`src/rtl/vape_or_reader.sv`:
```
// vape_or_reader: streams the protected output region back out of memory.
// Aborts with TAMPER if exec drops or the core returns to the reset handler.
module vape_or_reader #(
    parameter logic [15:0] RESET_HANDLER = 16'h0000
) (
    input  logic        clk,
    input  logic        reset,
    input  logic [15:0] pc,
    input  logic        start,
    input  logic [15:0] OR_min,
    input  logic [15:0] OR_max,
    input  logic        exec,
    output logic        mem_en,
    output logic [15:0] mem_addr,
    input  logic [15:0] mem_rdata,
    output logic [15:0] out_data,
    output logic        out_valid,
    input  logic        out_ready,
    output logic        out_last,
    output logic        busy,
    output logic        done,
    output logic        ok,
    output logic [1:0]  err_code
);

    typedef enum logic [2:0] {
        S_IDLE,
        S_READ,
        S_CAPTURE,
        S_SEND,
        S_DONE
    } state_t;

    localparam logic [1:0] ERR_NONE   = 2'd0;
    localparam logic [1:0] ERR_RANGE  = 2'd1;
    localparam logic [1:0] ERR_NOEXEC = 2'd2;
    localparam logic [1:0] ERR_TAMPER = 2'd3;

    state_t      state_q, state_d;
    logic [15:0] cur_q;
    logic [15:0] end_q;
    logic        active;
    logic        tamper;
    logic        range_bad;
    logic        at_end;

    assign active    = (state_q == S_READ) || (state_q == S_CAPTURE)
                    || (state_q == S_SEND);
    assign tamper    = active && (!exec || (pc == RESET_HANDLER));
    assign range_bad = (OR_min >= OR_max) || OR_min[0] || OR_max[0];
    assign at_end    = (cur_q == end_q);

    // State register
    always_ff @(posedge clk) begin
        if (reset) state_q <= S_IDLE;
        else       state_q <= state_d;
    end

    // Next-state and combinational outputs; tamper overrides every transition
    always_comb begin
        state_d  = state_q;
        mem_en   = 1'b0;
        mem_addr = 16'h0000;
        busy     = active;
        done     = 1'b0;
        out_last = out_valid && at_end;
        unique case (state_q)
            S_IDLE: begin
                if (start) begin
                    if (range_bad)  state_d = S_DONE;
                    else if (!exec) state_d = S_DONE;
                    else            state_d = S_READ;
                end
            end
            S_READ: begin
                mem_en   = 1'b1;
                mem_addr = cur_q;
                state_d  = S_CAPTURE;
            end
            S_CAPTURE: state_d = S_SEND;
            S_SEND: begin
                if (out_ready) state_d = at_end ? S_DONE : S_READ;
            end
            S_DONE: begin
                done    = 1'b1;
                state_d = S_IDLE;
            end
            default: state_d = S_IDLE;
        endcase
        if (tamper) state_d = S_DONE;
    end

    // Datapath: address walk, output word register and result flags
    always_ff @(posedge clk) begin
        if (reset) begin
            cur_q     <= 16'h0000;
            end_q     <= 16'h0000;
            out_data  <= 16'h0000;
            out_valid <= 1'b0;
            ok        <= 1'b0;
            err_code  <= ERR_NONE;
        end else if (tamper) begin
            out_valid <= 1'b0;
            ok        <= 1'b0;
            err_code  <= ERR_TAMPER;
        end else begin
            unique case (state_q)
                S_IDLE: begin
                    if (start) begin
                        cur_q <= OR_min;
                        end_q <= OR_max;
                        ok    <= 1'b0;
                        if (range_bad)  err_code <= ERR_RANGE;
                        else if (!exec) err_code <= ERR_NOEXEC;
                        else            err_code <= ERR_NONE;
                    end
                end
                S_CAPTURE: begin
                    out_data  <= mem_rdata;
                    out_valid <= 1'b1;
                end
                S_SEND: begin
                    if (out_ready) begin
                        out_valid <= 1'b0;
                        if (at_end) ok    <= 1'b1;
                        else        cur_q <= cur_q + 16'd2;
                    end
                end
                S_DONE:  out_valid <= 1'b0;
                default: ;
            endcase
        end
    end

endmodule

```
`config.mk`:
```
export PLATFORM = sky130hd
export DESIGN_NAME = vape_or_reader
export DESIGN_NICKNAME = d
export VERILOG_FILES = /design/src/rtl/vape_or_reader.sv
export SDC_FILE = /design/constraint.sdc
export NUM_CORES = 1
export LEC_CHECK = 0
export CAP_MARGIN = 10
export CORE_MARGIN = 1.5
export CORE_UTILIZATION = 50
export DETAILED_ROUTE_END_ITERATION = 10
export HOLD_SLACK_MARGIN = 0.1
export PLACE_DENSITY = 0.95
export SETUP_SLACK_MARGIN = 0.3
export SYNTH_ARGS = -nofsm -noshare
export SYNTH_HDL_FRONTEND = slang
export SYNTH_SLANG_ARGS = --single-unit
```
`constraint.sdc`:
```
create_clock -name clk -period 6.4 [get_ports clk]
set_clock_uncertainty 0.1 [all_clocks]
set_input_delay 1.28 -clock clk [delete_from_list [all_inputs] [get_ports clk]]
set_output_delay 1.28 -clock clk [all_outputs]
set_load 0.05 [all_outputs]
```
After elaboration in Yosys (flattened, before gate mapping)

Cells that the tools add are included.

Eq/ne operators: 11
Magnitude comparators: 1
Mux-type cells: 25
$add $sub $neg: 1
Reduce and logical (&&, ||, !) cells: 23
Bitwise operators: 1

Operators by type and width:

| cell                                                 | count |
|---|---|
| 2-to-1 mux 16 bit                                    | 4 |
| case mux 16 bit (2 select lines)                     | 1 |
| 2-to-1 mux 3 bit                                     | 6 |
| adder 16 x 2 -> 16 bit (second input constant)       | 1 |
| equality test 16 bit                                 | 1 |
| greater-or-equal comparator 16 bit                   | 1 |
| logical NOT 16 bit                                   | 1 |
| case mux 3 bit (4 select lines)                      | 1 |
| 2-to-1 mux 2 bit                                     | 5 |
| AND reduction 2 bit                                  | 5 |
| inequality test 2 bit (second input constant)        | 4 |
| equality test 3 x 2 -> 1 bit (second input constant) | 2 |
| 2-to-1 mux 1 bit                                     | 6 |
| inequality test 3 bit (second input constant)        | 2 |
| nonzero test 2 bit                                   | 3 |
| logical OR 1 bit                                     | 5 |
| AND reduction 5 bit                                  | 1 |
| AND reduction 4 bit                                  | 1 |
| equality test 3 x 1 -> 1 bit (second input constant) | 1 |
| equality test 3 bit (second input constant)          | 1 |
| logical NOT 3 bit                                    | 1 |
| case mux 1 bit (3 select lines)                      | 1 |
| AND reduction 3 bit                                  | 1 |
| nonzero test 3 bit                                   | 1 |
| 5 further kinds                                      | 6 |

Register bits: 55
Word-level logic and storage cells: 70
Output and inout bits: 40

Longest topological paths before layout

Gate-level depths: netlist of run 1.

Depth after elaboration: 7
Depth in mapped cells: 8
Mapped depth without buffers: 8

Worst setup path before layout of run 1

No wires, ideal clock.

Kind: reg-to-output
From: register state_q[0]
To: output mem_addr[10]
Path slack: 2.895 ns
Arrival time: 2.125 ns
Cell stages (with the launch flop): 5
Cell sequence: dfxtp_1 clkbuf_1 nor3b_1 clkbuf_1 and2_1

Word-level cells in the longest chain between the ends: 2

Ends and longest elaborated chain:

| what                         | line | text |
|---|---|---|
| start: declaration           | 39   | `state_t state_q, state_d;` |
| start signal: assignment     | 56   | `else state_q <= state_d;` |
| equality test 3 x 1 -> 1 bit | 67   | `unique case (state_q)` |
| 2-to-1 mux 16 bit            | 67   |  |
| end: declaration             | 14   | `output logic [15:0] mem_addr,` |

No other way between the ends.

Final worst setup path of run 1

From: register state_q[0]
To: output mem_addr[13]

The elaborated chain is that of the path after synthesis.

==> metrics.md, run 1 <==
| Metric | Value |
|---|---|
| Status | `complete, but fails checks` |
| Failing checks | `design-rule violations` |
| CP Class | `flop to output pin` |
| Row count | `29` |
| Die area | `roughly 7200 um2` |
| Mux contribution to synthesized area | `5.35%` |
| Synth Cell Area | `3370 um2` |
| Vias in the first global route | `3,278` |
| Sequential fraction of the synthesis area | `32.7%` |
| Clock Sinks | `55` |
| Critical path data arrival time | `2750 ps` |
| Post-Syn Nets | `496` |
| Clk_lat worst skew | `320 ps` |
| Layout area overhead | `33.9%` |
| Die Wd | `85.1 um` |
| Final #Nets | `585` |
| Netlist cell types | `between 50 and 60` |
| First-pass GRT wire length | `15,800 um` |
| Met2 Use GR | `46.5%` |
| Share of cells above drive strength 1 | `5.40%` |
| DP Wirelength | `7050 um` |
| Pwr Density | `about 180 nW/um2` |
| Antenna fix cells | `0` |
| Die Y | `85.1 um` |
| Met3 Use GR | `under 10%` |
| Adder-Cell Fraction of Synth Area | `6.31%` |
| Initial Util | `between 50% and 60%` |
| Post-CTS Hold Fix Bufs | `0` |
| Final WL | `9810 um` |
| Worst slew margin | `27.1%` |
| Antenna Nets Post-Route | `0` |
| CORE AREA | `roughly 6400 um2` |
| Area after DPL | `4400 um2` |
| Final setup viols | `0` |
| Switching pwr | `0.000234 W` |
| Post-Synthesis Cells | `410` |
| Longest Clk Path Bufs | `2` |
| DR pass1 iterations | `9` |
| Count of input and output buffers | `108` |
| Worst-path maximum fanout | `12` |
| Design area | `4510 um2` |
| Sw frac | `29.5%` |
| Primary FF master, synth | `dfxtp_1` |
| Final min period | `~4100 ps` |
| Maximum clock rate | `242 MHz` |
| Clock power frac | `30.4%` |
| Worst hold slack | `roughly 380 ps` |
| Overall power | `0.000794 W` |
| Final Slew Violations | `0` |
| Slew @ Worst Pin | `1090 ps` |
| Iter 0 DRT Violations | `~280` |
| P_leak | `1.89 nW` |
| Synth Area in Compound Gates | `17.1%` |
| Internal power | `0.000560 W` |
| FFs w/ async S/R, synth | `0%` |
| Xor and xnor area share after synthesis | `roughly 4.2%` |
| Required time of the critical path | `5020 ps` |
| Final number of hold-violating endpoints | `0` |
| EDFF count, synth | `0` |
| Worst Hold Class | `flop to flop` |
| Worst Setup End Kind | `output pin` |
| Most common cell after layout, fill and taps aside | `clkdlybuf4s50_1` |
| I/O pin cnt | `109` |
| CP Launch Type | `flop` |
| Initial antenna violation count | `0` |
| Simple-gate area share of the yosys netlist | `27.6%` |
| Placer congestion estimate | `0.956` |
| # H-tree levels | `2` |
| Most frequent cells in the layout | `clkdlybuf4s50_1, nand2_1, dfxtp_1` |
| Main combinational cell family by area after synthesis | `simple AND/OR/NAND/NOR gates` |
| Number of synthesized register bits | `55` |
| Drt wl/cell | `17.0 um` |
| Clk slew on worst S/H paths | `~110 ps` |
| Overall routing resource usage | `26.9%` |
| Share of power burned in registers | `between 40 and 50%` |
| VDD IR max | `0.0000822 V` |
| Syn Area/Cell | `8.22 um2` |
| Post-CTS Setup Inserts | `0` |
| Met1 usage | `33.6%` |
| Setup TNS | `0 ps` |
| Largest net degree at the start of global routing | `55` |
| GRT busiest layer | `met2` |
| RSZ-0062 raised after global routing | `false` |
| TritonCTS Buffers | `5` |
| GRT overflow | `0` |
| Post-CTS sizing | `0` |
| DR DRC count | `10` |
| Yosys warns | `0` |
| CTS tree | `done` |
| Root Driver | `clkbuf_8` |
| Logic pwr share | `21.7%` |
| Final period util | `64.6%` |
| DR vias | `3,459` |
| Via density | `5.99` |
| Max_cap viols | `0` |
## per-layer routing
metal | vias up | routed length, um | share of wire (%)
met2 | 209 | 4680 | 48
met1 | 1592 | 3830 | 39
met5 | - | 0 | 0
met4 | 0 | 331 | 3.4
met3 | 38 | 972 | 9.9
li1 | 1620 | - | -
## critical path: stages, from the launching register on
cell and delay (ps):
dfxtp_1 520, nor3b_1 660, buf_4 310, and2_1 140
clkdlybuf4s50_1 810
## cell families (layout without fill, tap and decap cells)
kind of cell | count (synthesis) | after routing
buf+inv | 47 | 137
flops | 55 | 55
mux | 18 | 18
simple gates | 175 | 175
xor+xnor | 16 | 16
compound gates | 82 | 82
fa+ha+maj | 17 | 17
## synthesized netlist by cell type, types with 3 or more instances
master	number	share of area, %
a21oi_1	31	4.6
a21oi_2	4	1.0
a22oi_1	3	0.67
and2_1	21	3.9
and3_1	3	0.56
and4_1	5	1.3
buf_2	3	0.45
buf_6	6	2.0
clkbuf_1	17	1.9
dfxtp_1	55	33
ha_1	17	6.3
inv_1	19	2.1
mux2i_1	18	5.3
nand2_1	65	7.2
nand2b_1	4	0.74
nand3_1	11	1.6
nand4_1	6	1.1
nor2_1	32	3.6
nor3_1	7	1.0
nor4_1	6	1.1
nor4_4	3	1.9
o21ai_0	7	1.0
o311a_1	3	0.89
o31ai_1	3	0.67
o32ai_1	7	1.8
xor2_1	16	4.2
## flip-flops by register name, summed over array words and instances (netlist names)
signal / cells
cur_q: 16
end_q: 16
err_code: 2
ok: 1
out_data: 16
out_valid: 1
state_q: 3
## path summary, 6_finish.rpt
path / start / to / slack (ps) / depth (start not counted)
max reg2reg: cur_q[9] / cur_q[8] / 3920 / 6
min reg2reg: end_q[3] / end_q[3] / 380 / 2
max: state_q[0] / mem_addr[13] / 2270 / 4
min: end_q[3] / end_q[3] / 380 / 2
## power groups by stage
stage / combinational, W / sequential (W) / clock (W)
finish: 0.000172 / 0.000380 / 0.000241
global placement: 0.000163 / 0.000385 / 0
CTS: 0.000170 / 0.000379 / 0.000240
detailed placement: 0.000167 / 0.000387 / 0
floorplan: 0.000105 / 0.000380 / 0
global route: 0.000186 / 0.000382 / 0.000255
## area by class of cell
cell class,count,area [um2]
clock buffers,5,68.8
clock inverters,3,46.3
fillers,504,1910
inverters,19,71.3
multi-input cells,308,2040
flip-flops and latches,55,1100
well taps,77,96.3
repair buffers,110,1090
## stage by stage
step	cells	utilization [%]	setup slack, ps
final	577	70.3	2270
after global routing	577	70.3	2070
after CTS	577	70.3	2250
after detailed placement	569	68.5	2580
after global placement	569	68.5	2650
after floorplan	410	-	2900
Power figures use the tool's default switching activity.
==> run 2: changes to the inputs <==
--- a/config.mk
+++ b/config.mk
@@ -7,10 +7,10 @@
 export LEC_CHECK = 0
 export CAP_MARGIN = 10
 export CORE_MARGIN = 1.5
-export CORE_UTILIZATION = 50
+export CORE_UTILIZATION = 47
 export DETAILED_ROUTE_END_ITERATION = 10
 export HOLD_SLACK_MARGIN = 0.1
-export PLACE_DENSITY = 0.95
+export PLACE_DENSITY = 0.92
 export SETUP_SLACK_MARGIN = 0.3
 export SYNTH_ARGS = -nofsm -noshare
 export SYNTH_HDL_FRONTEND = slang
==> constraint.sdc (replaced) <==
create_clock -name clk -period 3.9 [get_ports clk]
set_clock_uncertainty 0.1 [all_clocks]
set_input_delay 0.78 -clock clk [delete_from_list [all_inputs] [get_ports clk]]
set_output_delay 0.78 -clock clk [all_outputs]
set_load 0.05 [all_outputs]
==> metrics.md, run 2 (synthesis gave the netlist of run 1 again) <==
| Metric | Value |
|---|---|
| Status | `finished clean` |
| Die Y | `slightly below 90 um` |
| Clock Sinks | `55` |
| Count of input and output buffers | `around 110` |
| R2R Path End | `cur_q[8]` |
| CORE AREA | `about 6900 um2` |
| Layout area overhead | `34.0%` |
| Pre-CTS WS | `706 ps` |
| Final WL | `9630 um` |
| DR DRC count | `0` |
| Sw frac | `roughly 28%` |
| Core Util, Final | `65.8%` |
| Clk slew on worst S/H paths | `roughly 100 ps` |
| CTS tree | `done` |
| Worst R2R Setup Slack | `approximately 1500 ps` |
| Final number of hold-violating endpoints | `0` |
| Initial antenna violation count | `0` |
| Share of cells above drive strength 1 | `roughly 9%` |
| GRT overflow | `0` |
| Worst Setup End Kind | `output pin` |
| Worst Slack Setup Final | `a little under 800 ps` |
| Largest net degree at the start of global routing | `54` |
| Worst hold slack | `372 ps` |
| RSZ-0062 raised after global routing | `false` |
| Clock power frac | `between 30 and 40%` |
| Die area | `7690 um2` |
| Hold Crit Depth | `2` |
| DP Wirelength | `around 7100 um` |
| Overall routing resource usage | `24.5%` |
| Internal power | `0.000933 W` |
| Placer congestion estimate | `slightly above 0.9` |
| Design area | `~4500 um2` |
| Routed wl met3 | `roughly 900 um` |
| Logic pwr share | `21.7%` |
| Worst-path maximum fanout | `9` |
| Final Slew Violations | `0` |
| Initial Util | `between 40% and 50%` |
| CP Launch Type | `flop` |
| Pwr Density | `288 nW/um2` |
| Worst Hold Class | `flop to flop` |
| Most frequent cells in the layout | `clkdlybuf4s50_1, nand2_1, dfxtp_1` |
| Most common cell after layout, fill and taps aside | `clkdlybuf4s50_1` |
| Antenna Nets Post-Route | `0` |
| Critical path data arrival time | `2240 ps` |
| Antenna fix cells | `0` |
| Met1 WL | `3850 um` |
| Worst slew margin | `49.2%` |
| Row count | `30` |
| I/O pin cnt | `109` |
| Die Wd | `87.7 um` |
| Biggest regs | `cur_q: 16 flops, end_q: 16 flops, out_data: 16 flops` |
| Hold path start | `end_q[1]` |
| Drt wl/cell | `16.1 um` |
| Hold Path Sink | `end_q[1]` |
| Area after DPL | `4400 um2` |
| CP Class | `flop to output pin` |
| Maximum clock rate | `approximately 320 MHz` |
| RR Startpoint | `cur_q[12]` |
| Required time of the critical path | `between 3000 and 4000 ps` |
| DR vias | `roughly 3.4k` |
| Max_cap viols | `0` |
| # H-tree levels | `2` |
| Final period util | `80.0%` |
| Via density | `about 5.8` |
| VDD IR max | `between 0.00015 and 0.0002 V` |
| Final #Nets | `approximately 590` |
| Longest Clk Path Bufs | `2` |
| DR top layer | `met4` |
| DR pass1 iterations | `5` |
| Cells on worst reg2reg path | `6` |
| Root Driver | `clkbuf_8` |
| First-pass GRT wire length | `~15,000 um` |
| Clk_lat worst skew | `310 ps` |
| WL met2 | `4540 um` |
| Setup TNS | `0 ps` |
| P_leak | `~2.0 nW` |
| Slew @ Worst Pin | `763 ps` |
| Iter 0 DRT Violations | `334` |
| Share of power burned in registers | `47.8%` |
| Final min period | `3120 ps` |
| Vias in the first global route | `3,186` |
| Post-CTS Setup Inserts | `0` |
| Final setup viols | `0` |
| Switching pwr | `~0.00037 W` |
| TritonCTS Buffers | `5` |
run 2: cell count changes in the layout (fill, tap and decap cells not counted):
cell             delta
dlymetal6s2s_1      +1
clkinv_2            +1
clkdlybuf4s50_1    -17
clkinvlp_4          -1
buf_4              +18
clkbuf_8            +1
inv_6               -1
run 2: worst max-delay path: stages, from the launching register on:
cell and delay [ps]:
dfxtp_1 520, xor2_1 160, nor4_4 370, and4_1 320
and2_1 140, dlymetal6s2s_1 410
run 2: layer usage:
layer,vias up,global-route usage [%]
met5,-,0
met4,0,10.5
met3,33,4.62
met2,215,41.9
met1,1574,30.2
li1,1623,-
run 2: cell type report:
type	count	area, um2
clock buffer	6	82.6
fill	565	2350
sequential	55	1100
timing repair buffer	112	1070
tap	96	120
clock inverter	2	35.0
multi-input combinational	308	2040
inverter	19	71.3
run 2: timing repair:
action                     CTS  global route
hold buffers                 0             0
gates resized for setup      0             1
setup endpoints to repair    0             1
run 2: worst max path at each step:
stage	startpoint	cells after the start	slack [ps]	end
2_1_floorplan	state_q[0]	4	900	mem_addr[10]
3_3_place_gp	OR_min[0]	9	780	state_q[0]
3_5_place_dp	OR_min[0]	9	710	state_q[0]
4_1_cts	cur_q[8]	5	420	out_last
5_1_grt	cur_q[8]	5	680	out_last
6_report	cur_q[12]	5	780	out_last
run 2: power groups by stage:
stage | Sequential (W) | Clock, W | Combinational [W]
detailed placement | 0.000633 | 0 | 0.000277
finish | 0.000621 | 0.000396 | 0.000282
global placement | 0.000631 | 0 | 0.000269
floorplan | 0.000623 | 0 | 0.000173
global route | 0.000625 | 0.000416 | 0.000304
CTS | 0.000620 | 0.000396 | 0.000280
run 2: through the flow:
| stage | instances | power [W] |
|---|---|---|
| 3_5_place_dp | 590 | 0.000910 |
| 2_1_floorplan | 410 | 0.000796 |
| 6_report | 598 | 0.00130 |
| 3_3_place_gp | 590 | 0.000900 |
| 5_1_grt | 598 | 0.00134 |
| 4_1_cts | 598 | 0.00130 |
==> run 3: changes to the inputs <==
--- a/config.mk
+++ b/config.mk
@@ -7,10 +7,10 @@
 export LEC_CHECK = 0
 export CAP_MARGIN = 10
 export CORE_MARGIN = 1.5
-export CORE_UTILIZATION = 47
+export CORE_UTILIZATION = 42
 export DETAILED_ROUTE_END_ITERATION = 10
 export HOLD_SLACK_MARGIN = 0.1
-export PLACE_DENSITY = 0.92
+export PLACE_DENSITY = 0.88
 export SETUP_SLACK_MARGIN = 0.3
 export SYNTH_ARGS = -nofsm -noshare
 export SYNTH_HDL_FRONTEND = slang
==> constraint.sdc (replaced) <==
create_clock -name clk -period 2.7 [get_ports clk]
set_clock_uncertainty 0.1 [all_clocks]
set_input_delay 0.54 -clock clk [delete_from_list [all_inputs] [get_ports clk]]
set_output_delay 0.54 -clock clk [all_outputs]
set_load 0.05 [all_outputs]
==> metrics.md, run 3 (synthesis gave the netlist of run 1 again) <==
| Metric | Value |
|---|---|
| Switching pwr | `0.000642 W` |
| Placer congestion estimate | `0.912` |
| Die Wd | `roughly 93 um` |
| DR DRC count | `0` |
| First-pass GRT wire length | `17,800 um` |
| Antenna fix cells | `0` |
| CORE AREA | `7770 um2` |
| RSZ-0062 raised after global routing | `true` |
| Vias in the first global route | `3,559` |
| Iter 0 DRT Violations | `431` |
| CP Class | `flop to output pin` |
| Design area | `approximately 5200 um2` |
| Final number of hold-violating endpoints | `0` |
| Clock power frac | `26.8%` |
| DR pass1 iterations | `6` |
| Clk slew on worst S/H paths | `110 ps` |
| Worst Slack Setup Final | `249 ps` |
| Longest Clk Path Bufs | `2` |
| Number of instances in the placed design | `just over 600` |
| Max_cap viols | `0` |
| Share of power burned in registers | `between 40% and 50%` |
| Antenna Nets Post-Route | `0` |
| Largest net degree at the start of global routing | `33` |
| GRT overflow | `0` |
| Clk_lat worst skew | `330 ps` |
| Sw frac | `between 30% and 40%` |
| Row count | `32` |
| I/O pin cnt | `109` |
| DP Wirelength | `8040 um` |
| CTS tree | `done` |
| Non-Filler Instances | `636` |
| Core Util, Final | `66.8%` |
| Buf+Inv Stages, Crit Path | `1` |
| Final setup viols | `0` |
| Internal power | `0.00131 W` |
| Share of cells above drive strength 1 | `between 20 and 25%` |
| Logic pwr share | `27.1%` |
| VDD IR max | `0.000221 V` |
| Initial antenna violation count | `0` |
| Root Driver | `clkbuf_8` |
| Die Y | `92.6 um` |
| P_leak | `2.32 nW` |
| Status | `finished clean` |
| Maximum clock rate | `just over 400 MHz` |
| Slew @ Worst Pin | `617 ps` |
| Most common cell after layout, fill and taps aside | `clkdlybuf4s50_1` |
| Drt wl/cell | `19.1 um` |
| Initial Util | `43.4%` |
| Post-CTS Hold Fix Bufs | `0` |
| Overall routing resource usage | `26.5%` |
| TritonCTS Buffers | `5` |
| Worst Setup End Kind | `output pin` |
| Slowest stage delay, CP | `390 ps` |
| Layout area overhead | `53.8%` |
| Most frequent cells in the layout | `clkdlybuf4s50_1, nand2_1, dfxtp_1` |
| Pre-CTS WS | `-389 ps` |
| DR vias | `roughly 3.8k` |
| Count of input and output buffers | `108` |
| Crit-path leading delay family | `simple AND/OR/NAND/NOR gates` |
| Via density | `6.01` |
| Slowest CP cell | `dfxtp_2` |
| Clock Sinks | `55` |
| CP cell instances | `xor2_1 > nor4_4 > and4_4 > and2_4 > buf_12` |
| Overall power | `around 0.0020 W` |
| Final Slew Violations | `0` |
| Final min period | `about 2500 ps` |
| Worst Hold Class | `flop to flop` |
| Area after DPL | `4800 um2` |
| Required time of the critical path | `2060 ps` |
| Critical path data arrival time | `1810 ps` |
| Worst-path maximum fanout | `7` |
| Final period util | `90.8%` |
| Pwr Density | `377 nW/um2` |
| Die area | `8570 um2` |
| # H-tree levels | `2` |
| Biggest regs | `cur_q: 16 flops, end_q: 16 flops, out_data: 16 flops` |
| Final #Nets | `619` |
| Worst slew margin | `58.9%` |
| CP Launch Type | `flop` |
| Final WL | `about 12,000 um` |
run 3: cell types whose count changed in the layout (fill, tap and decap cells not counted), sizes merged:
cell,change
buf,+34
clkdlybuf4s50,-19
dlymetal6s2s,+15
inv,+3
bufinv,-1
clkbuf,+1
clkinv,-1
run 3: final timing paths:
kind / start / depth (start not counted) / slack, ps / to
max: cur_q[11] / 5 / 250 / out_last
min: end_q[15] / 2 / 370 / end_q[15]
max reg2reg: cur_q[1] / 7 / 410 / cur_q[15]
min reg2reg: end_q[15] / 2 / 370 / end_q[15]
run 3: layout make-up:
type                    instances  area (um2)
clock buffers                   5        68.8
clock inverters                 3        31.3
well taps                     102         128
inverters                      19        71.3
multi-input cells             308        2190
flip-flops and latches         55        1120
fillers                       562        2580
repair buffers                144        1570
run 3: what timing repair did:
action / CTS / global route
pin swaps: 7 / 16
setup endpoints to repair: 24 / 26
gates resized for setup: 28 / 34
buffers inserted: 6 / 6
run 3: metrics by stage:
stage / hold slack [ps] / TNS [ps]
final: 374 / 0
after global routing: 388 / 0
after CTS: 374 / 0
after detailed placement: 359 / -1150
after global placement: 355 / -307
after floorplan: 348 / 0
run 3: worst min-delay path: stages, from the launching register on:
cell and delay [ps]:
dfxtp_1 330, nand2_1 50, a21oi_1 50
run 3: power groups by stage:
stage	combinational, W	clock [W]	sequential [W]
floorplan	0.000249	0	0.000900
global placement	0.000424	0	0.000909
detailed placement	0.000440	0	0.000913
CTS	0.000481	0.000526	0.000897
global route	0.000559	0.000561	0.000907
finish	0.000530	0.000524	0.000902
run 3: layer usage:
layer / global-route usage (%) / vias up / wire length (um)
met4: 13.8 / 0 / 611
met1: 31.6 / 1772 / 4390
met2: 43.8 / 293 / 5820
met5: 0 / - / 0
met3: 6.32 / 73 / 1310
li1: - / 1683 / -
